==> src/rtl/mem_bank_access_sched.sv <==
// mem_bank_access_sched
// Per-bank access scheduler between the post-route spill stage and the bank
// access multiplexer. For every wide group it decides each cycle whether
// the group's narrow banks serve their narrow requesters or the wide-request
// splitter. A wide access must own every bank of its group at once.
// Narrow traffic wins by default. A per-group starvation counter moves a
// blocked wide request into WIDE_PRIO so that it is guaranteed to progress.
//
// Optional feature macro: MEM_SCHED_STATS_EN
//   When defined, adds wide_stall_cnt_o, a saturating 32-bit count per group
//   of the cycles in which the wide request was valid but not granted.
//   Grant behaviour is the same whether or not the macro is defined.

module mem_bank_access_sched #(
    parameter int NumNarrowBanks     = 8,
    parameter int WideToNarrowFactor = 4,
    parameter int StarveLimit        = 8,
    parameter int NumWideBanks       = NumNarrowBanks / WideToNarrowFactor
) (
    input  logic                                 clk_i,
    input  logic                                 rst_ni,
    input  logic [NumNarrowBanks-1:0]            narrow_valid_i,
    output logic [NumNarrowBanks-1:0]            narrow_ready_o,
    input  logic [NumWideBanks-1:0]              wide_valid_i,
    output logic [NumWideBanks-1:0]              wide_ready_o,
    output logic [NumNarrowBanks-1:0]            bank_sel_wide_o,
    output logic [NumWideBanks-1:0]              wide_prio_o
`ifdef MEM_SCHED_STATS_EN
    ,
    output logic [NumWideBanks-1:0][31:0]        wide_stall_cnt_o
`endif
);

    localparam int W  = WideToNarrowFactor;
    localparam int CW = $clog2(StarveLimit + 1);
    localparam logic [CW-1:0] STARVE_MAX = CW'(StarveLimit);

    typedef enum logic {
        NARROW_PRIO = 1'b0,
        WIDE_PRIO   = 1'b1
    } state_e;

    // Elaboration-time parameter sanity checks
    if ((NumNarrowBanks <= 0) || ((NumNarrowBanks & (NumNarrowBanks - 1)) != 0)) begin : gen_chk_pow2
        $error("NumNarrowBanks must be a power of 2");
    end
    if ((WideToNarrowFactor <= 0) || ((NumNarrowBanks % WideToNarrowFactor) != 0)) begin : gen_chk_div
        $error("WideToNarrowFactor must divide NumNarrowBanks");
    end
    if (StarveLimit < 1) begin : gen_chk_limit
        $error("StarveLimit must be at least 1");
    end
    if (NumWideBanks != NumNarrowBanks / WideToNarrowFactor) begin : gen_chk_wide
        $error("NumWideBanks is derived and must not be overridden");
    end

    // One independent scheduler per wide group; groups never interact
    for (genvar gi = 0; gi < NumWideBanks; gi++) begin : gen_group
        state_e          state_q, state_d;
        logic [CW-1:0]   starve_q, starve_d;
        logic            narrow_any;
        logic            wide_gnt;

        // Grant decision and next-state computation for this group
        always_comb begin
            narrow_any = |narrow_valid_i[gi*W +: W];

            if (state_q == WIDE_PRIO) begin
                wide_gnt = wide_valid_i[gi];
            end else begin
                wide_gnt = wide_valid_i[gi] & ~narrow_any;
            end

            // A grant or a withdrawn request ends the starvation episode
            if (wide_gnt) begin
                starve_d = '0;
            end else if (!wide_valid_i[gi]) begin
                starve_d = '0;
            end else if (starve_q == STARVE_MAX) begin
                starve_d = starve_q;
            end else begin
                starve_d = starve_q + CW'(1);
            end

            state_d = state_q;
            case (state_q)
                NARROW_PRIO: begin
                    if (starve_d == STARVE_MAX) begin
                        state_d = WIDE_PRIO;
                    end
                end
                WIDE_PRIO: begin
                    if (wide_gnt || !wide_valid_i[gi]) begin
                        state_d = NARROW_PRIO;
                    end
                end
                default: state_d = NARROW_PRIO;
            endcase
        end

        // Priority FSM and starvation counter
        always_ff @(posedge clk_i or negedge rst_ni) begin
            if (!rst_ni) begin
                state_q  <= NARROW_PRIO;
                starve_q <= '0;
            end else begin
                state_q  <= state_d;
                starve_q <= starve_d;
            end
        end

        assign wide_ready_o[gi]             = wide_gnt;
        assign bank_sel_wide_o[gi*W +: W]   = {W{wide_gnt}};
        assign narrow_ready_o[gi*W +: W]    = (state_q == WIDE_PRIO) ? '0
                                                                     : narrow_valid_i[gi*W +: W];
        assign wide_prio_o[gi]              = (state_q == WIDE_PRIO);

`ifdef MEM_SCHED_STATS_EN
        logic [31:0] stall_cnt_q, stall_cnt_d;

        // Saturating count of cycles the wide requester waited
        always_comb begin
            stall_cnt_d = stall_cnt_q;
            if (wide_valid_i[gi] && !wide_gnt && (stall_cnt_q != 32'hFFFF_FFFF)) begin
                stall_cnt_d = stall_cnt_q + 32'd1;
            end
        end

        // Stall statistics register
        always_ff @(posedge clk_i or negedge rst_ni) begin
            if (!rst_ni) begin
                stall_cnt_q <= '0;
            end else begin
                stall_cnt_q <= stall_cnt_d;
            end
        end

        assign wide_stall_cnt_o[gi] = stall_cnt_q;
`endif
    end

endmodule

==> config.mk <==
export PLATFORM = sky130hd
export DESIGN_NAME = mem_bank_access_sched
export DESIGN_NICKNAME = d
export VERILOG_FILES = /design/src/rtl/mem_bank_access_sched.sv
export SDC_FILE = /design/constraint.sdc
export NUM_CORES = 1
export LEC_CHECK = 0
export CORE_MARGIN = 1.5
export CORE_UTILIZATION = 43
export DETAILED_ROUTE_END_ITERATION = 8
export GPL_TIMING_DRIVEN = 0
export PLACE_DENSITY = 0.82
export REMOVE_ABC_BUFFERS = 1
export SLEW_MARGIN = 20
export SYNTH_ARGS = -nofsm -noshare
export SYNTH_HDL_FRONTEND = slang
export SYNTH_SLANG_ARGS = --single-unit
==> constraint.sdc <==
create_clock -name clk_i -period 2.5 [get_ports clk_i]
set_input_delay 0.5 -clock clk_i [delete_from_list [all_inputs] [get_ports clk_i]]
set_output_delay 0.5 -clock clk_i [all_outputs]
set_load 0.02 [all_outputs]
# [Word-level counts from Yosys, hierarchy flattened]
# Cells that the tools add are included.
[word_totals] inputBits=12 out_inout_bits=20 wordCells=38 regBits=10
[op_classes] bitwise=6 eq_ne=4 n_reduce_logical=6 mux=16 n_addsub=2
[op_table] cell="4-bit two-way mux" n=8
[op_table] cell="4-bit == test, second input constant" n=4
[op_table] cell="4-bit by 1-bit adder with 4-bit output, second input constant" n=2
[op_table] cell="4-bit OR reduction" n=2
[op_table] cell="1-bit two-way mux" n=6
[op_table] cell="1-bit inverter" n=4
[op_table] cell="1-bit case mux with 2 select lines" n=2
[op_table] cell="1-bit AND" n=2
[op_table] cell="1-bit zero test" n=2
[op_table] cell="1-bit logical OR" n=2

# [Longest topological paths before layout]
# Gate-level depths: netlist (run 1).
[depth] word_depth=8 mapped_depth=5 ltp_nobuf=5

# [Least setup slack after synthesis (run 1)]
# No wires, ideal clock.
[synth_timing] path_kind="input-to-output" start="in narrow_valid_i[2]" end="out bank_sel_wide_o[0]" path_stages=3 t_arrival_ps=1425 path_buffers=1 setup_slack_ps=575 path_cell_list="or4_4 -> a21boi_2 -> buf_4"
[synth_via] elab_chain_cells=4
[synth_lines] element="start, declared" line="22" rtl="input logic [NumNarrowBanks-1:0] narrow_valid_i,"
[synth_lines] element="4-bit OR reduction" line="66" rtl="narrow_any = |narrow_valid_i[gi*W +: W];"
[synth_lines] element="1-bit inverter" line="71" rtl="wide_gnt = wide_valid_i[gi] & ~narrow_any;"
[synth_lines] element="1-bit AND" line="71"
[synth_lines] element="1-bit two-way mux" line="68" rtl="if (state_q == WIDE_PRIO) begin"
[synth_lines] element="end, declared" line="26" rtl="output logic [NumNarrowBanks-1:0] bank_sel_wide_o,"
# Every way passes these cells.

# [Worst setup path in the final report (run 1)]
# Same ends and word-level chain as after synthesis.

==> results.cfg, run 1 <==
[status]
status = complete, no violations

[cells_and_area]
area_growth_pct = 31.82
multi_input_area_um2 = 367.9
fin_nets = 116
fill_cells = 132
fin_util = 0.6190
regArea_um2 = 250.2
drive_above_1_share = 0.1939
antennaDiodeCount = 0

[placed_design]
dp_hpwl_um = 1124
port_buffers = 31
place.gp.congestion = 0.7445
place_ws_ps = -417.8

[sta]
period_share = 0.9649
finalHoldViolations = 0
min_period_ps = 2412
worst_slew_pin_slew_ps = 433.7
setup_slack_ps = 87.73
setup_viol_count_final = 0
fmax_mhz = 414.5
finalClockSkew_ps = 0.2363
rsz0062_at_grt = no
relSlewSlack = 0.7099
setup_tns_ps = 0
maxSlewViolCount = 0

[synthesis]
seq_area_frac_synth = 0.3497
synth.avg_cell_area_um2 = 9.417
ys_seq_elements = 10
synthCells = 76
syn_area_um2 = 715.7
synthTopCellsByArea = dfrtp_1 (35%), buf_4 (13%), nor2b_1 (10%), ha_1 (7.0%), a21boi_2 (3.1%)
yosys_warnings = 0
ys_types = 19
synth_top_area_cell = dfrtp_1
yosysTopAreaCellShare = 0.3497

[routing]
wl_um = 1347
drc = 0
via_count = 564
drt_first_iter_violations = 4
antenna_left = 0
wl_per_cell_um = 11.82
drtPass1Iterations = 3
viasPerCell = 4.947

[floorplan]
rows = 14
ioPinCount = 32
start_util = 0.4696
die_w_um = 43.80
die_h_um = 43.80
core_area_um2 = 1524
die_area_um2 = 1918

[critical_path]
start_kind = primary input
reg2reg_to = gen_group[1].state_q
required_ps = 2000
cp-endpoint = bank_sel_wide_o[0]
r2r_cells = 5
cp-end-kind = primary output
worstPathMaxFanout = 5
crit-reg2reg-launch = gen_group[1].starve_q[0]
reg2reg_slack_ps = 1050
worstPathArrival_ps = 1910
crit_path_start = narrow_valid_i[2]
crit_type = primary input to primary output

[clock_network]
clock_latency_ps = 260
max-clock-path-buffers = 2
ctsHoldBuffers = 0
cts_buffers = 3
cts_setup_buffers = 0
cts_max_level = 1
clk_pin_slew_ps = 60
cts-resized-gates = 36
cts.sinks = 10
tritoncts = done
cts_root_buffer = clkbuf_4

[global_routing]
grt_max_degree = 11
grt_pass1_wl_um = 2311
grt_usage = 0.1678
overflow = 0
grt_pass1_vias = 551
antenna_found_initial = 0

[hold_path]
hp-class = primary input to async pin

[power]
powerDensity_nw_per_um2 = 410.2
ir_drop_v = 0.0002565
p_leak_uw = 0.0004429
p_total_uw = 387.0

[run]
cap_viol_max_count = 0
placed cells by master, fill, tap and decap left out, types with 3 or more instances in the layout:
| master | n |
|---|---|
| clkdlybuf4s50_1 | 21 |
| nor2b_1 | 12 |
| dfrtp_1 | 10 |
| buf_2 | 10 |
| inv_1 | 6 |
| nor2_1 | 6 |
| ha_1 | 4 |
| clkbuf_4 | 3 |
cells by family (layout without fill, tap and decap cells):
group	Yosys count	after routing	share of synthesized area
buf+inv	18	40	0.1573
simple gates	32	32	0.2797
fa+ha+maj	4	4	0.06993
flops	10	10	0.3497
compound gates	8	8	0.09440
xor+xnor	4	4	0.04896
final cells by class:
cell class | instances | share of cell area
flip-flops and latches | 10 | 0.2653
well taps | 16 | 0.02122
inverters | 6 | 0.02387
multi-input cells | 48 | 0.3899
repair buffers | 31 | 0.2759
clock buffers | 3 | 0.02387
metal layers:
| layer | vias up | global-route usage | part of all wire |
|---|---|---|---|
| li1 | 283 | - | - |
| met1 | 267 | 0.1856 | 0.43 |
| met2 | 11 | 0.2676 | 0.51 |
| met3 | 3 | 0.09167 | 0.052 |
| met4 | 0 | 0.06667 | 0.0074 |
| met5 | - | 0 | 0 |
registers in the layout, indices dropped and copies added, names as in the netlist:
register and count:
gen_group.starve_q 8, gen_group.state_q 2
where the power goes:
group	internal [uW]	total, uW	switching (uW)
Sequential	171	179	8.84
Combinational	56.2	104	47.6
Clock	55.3	104	48.6
Total	282	387	105
Yosys cell counts:
cell,n
a21bo_1,2
a21boi_2,2
and3_1,2
buf_4,12
dfrtp_1,10
ha_1,4
inv_1,6
nand2_2,2
nand2b_1,2
nand3_1,2
nand3b_1,2
nor2_1,6
nor2b_1,12
nor4b_1,2
o211ai_1,2
o21ai_0,2
or4_4,2
xnor2_1,2
xor2_1,2
per-stage QoR:
stage | cells | hold slack [ps] | area (um^2)
after global placement | 111 | 573.2 | 955.9
after floorplan | 64 | 204.4 | 625.6
after global routing | 114 | 562.3 | 943.4
after CTS | 114 | 557.2 | 980.9
final | 114 | 548.0 | 943.4
after detailed placement | 111 | 592.4 | 955.9
worst min-delay path by stage:
stage | from | endpoint
2_1_floorplan | rst_ni | gen_group[0].starve_q[0]
3_3_place_gp | gen_group[1].starve_q[3] | gen_group[1].starve_q[3]
3_5_place_dp | gen_group[0].starve_q[3] | gen_group[0].starve_q[3]
4_1_cts | rst_ni | gen_group[0].starve_q[2]
5_1_grt | rst_ni | gen_group[0].starve_q[1]
6_report | rst_ni | gen_group[0].starve_q[1]
critical path, cell delays in order:
cell and delay, ps:
clkdlybuf4s50_1 420, or4_4 580, a21boi_4 210, buf_2 200
No activity file was read; power rests on OpenSTA's default activity.
==> inputs of run 2 (changes only) <==
REMOVE_ABC_BUFFERS = not set   (was 1)
==> run 2 against run 1 <==
Fmax is 0.91% lower. Clock-buffer cell count increased by 1. Largest power group unchanged. Sequential share of layout area shrank 3.7 points. Highest routed layer is now met3. Final cell count grew 11%. Critical path type unchanged. Clock power up 42%. Core utilization increased by 10 points. First-iteration DRC count increased by 75%. Critical path depth increased by 1. Worst hold slack lost 16 ps. Global-route usage increased by 0.17 points.
==> results.cfg, run 2 (synthesis results as in run 1) <==
[floorplan]
start_util = 0.4696
rows = 14
core_area_um2 = 1524
die_area_um2 = 1918
die_h_um = 43.80
die_w_um = 43.80
ioPinCount = 32

[routing]
wl_um = 1479
wl_per_cell_um = 11.65
drt_first_iter_violations = 7
met1_length_um = 623
via_count = 615
antenna_left = 0
wl_met2_um = 754
drc = 0
drtPass1Iterations = 6
viasPerCell = 4.843
routed-wl-met3_um = 100
highest_layer = met3

[cells_and_area]
multi_input_area_um2 = 367.9
regArea_um2 = 250.2
final_common_cell = clkdlybuf4s50_1
drive_above_1_share = 0.2883
area_growth_pct = 53.50
final_cell_mix = clkdlybuf4s50_1 (18), buf_4 (17), nor2b_1 (12)
fin_nets = 128
fin_util = 0.7209
regMostFlops = gen_group.starve_q
stdcell_area_um2 = 1099
antennaDiodeCount = 0
largestRegisters = gen_group.starve_q x8, gen_group.state_q x2
fill_cells = 122
largest_register_ffs = 8

[critical_path]
slowest_delay_ps = 570
worstPathArrival_ps = 1930
reg2reg_slack_ps = 1040
required_ps = 2000
path_cells = clkdlybuf4s50_1, or4_4, a21boi_4, buf_4, buf_4
cpMostUsedCell = buf_4
crit_type = primary input to primary output
worstPathMaxFanout = 5
cp-end-kind = primary output
start_kind = primary input
slowest_stage = or4_4

[clock_network]
tritoncts = done
cts_max_level = 1
ctsHoldBuffers = 0
cts_root_buffer = clkbuf_4
clock_latency_ps = 270
clk_pin_slew_ps = 70
cts_buffers = 3
cts.sinks = 10
max-clock-path-buffers = 2

[run]
cap_viol_max_count = 0

[sta]
relSlewSlack = 0.7108
setup_tns_ps = 0
setup_slack_ps = 65.59
period_share = 0.9738
finalHoldViolations = 0
setup_viol_count_final = 0
worst_slew_pin_slew_ps = 432.5
min_period_ps = 2434
fmax_mhz = 410.8
rsz0062_at_grt = no
finalClockSkew_ps = 1.193
maxSlewViolCount = 0

[global_routing]
antenna_found_initial = 0
overflow = 0
grt_usage = 0.1695
grt_max_degree = 11
grt_pass1_wl_um = 2477
grt_pass1_vias = 582

[placed_design]
port_buffers = 31
place.gp.congestion = 0.7338
dp_hpwl_um = 1204
place_ws_ps = -494.2
place_area_um2 = 1046

[power]
p_leak_uw = 0.0005455
ir_drop_v = 0.0002089
powerDensity_nw_per_um2 = 398.4

[synthesis]
synth_fp_nets = 92

[status]
status = complete, no violations

[hold_path]
hp-class = primary input to async pin
## run 2: cell count changes in the layout (fill, tap and decap cells not counted)
cell,change
clkdlybuf4s50_1,-3
clkbuf_8,+1
dlymetal6s2s_1,+3
buf_2,-10
buf_6,+5
buf_4,+17
## run 2: layout make-up
cell class                 instances  area share
buffer                            12     0.09909
clock buffer                       4     0.03303
inverter                           6     0.02050
multi-input combinational         48      0.3349
sequential                        10      0.2278
tap                               16     0.01822
timing repair buffer              31      0.2665
## run 2: critical path: cells and delay by family
kind / cells / cell delay (ps)
and+or+nand+nor: 1 / 570
buffers and inverters: 3 / 660
AOI/OAI and AO/OA: 1 / 190
## run 2: through the flow
| step | std cells | hold slack (ps) | power (uW) |
|---|---|---|---|
| after detailed placement | 123 | 588.4 | 292.9 |
| after global routing | 127 | 563.3 | 461.2 |
| after global placement | 123 | 575.7 | 289.2 |
| final | 127 | 532.3 | 437.6 |
| after floorplan | 76 | 204.4 | 241.4 |
| after CTS | 127 | 548.6 | 437.0 |
## run 2: timing repair
action / in CTS / in global routing
pin swaps: 3 / 2
setup endpoints to repair: 10 / 10
resized for setup: 42 / 18
buffers inserted: 0 / 0
## run 2: path summary, 6_finish.rpt
check | endpoint | from | cells after the start
worst max register to register | gen_group[0].state_q | gen_group[0].starve_q[0] | 5
worst min-delay path | gen_group[0].starve_q[1] | rst_ni | 1
worst min register to register | gen_group[0].starve_q[3] | gen_group[0].starve_q[3] | 2
max in group asynchronous | gen_group[0].starve_q[3] | rst_ni | 1
worst max-delay path | bank_sel_wide_o[6] | narrow_valid_i[5] | 5
min in group clk_i | gen_group[0].starve_q[3] | gen_group[0].starve_q[3] | 2
## run 2: layer usage
layer | vias up | track usage
met4 | 0 | 0.03636
met1 | 288 | 0.1985
met2 | 21 | 0.3029
met3 | 0 | 0.05000
li1 | 306 | -
met5 | - | 0
## run 2: power breakdown
part | total [uW] | switching, uW | internal, uW
Combinational | 110 | 49.3 | 61.0
Sequential | 180 | 9.37 | 170
Clock | 148 | 59.0 | 88.6
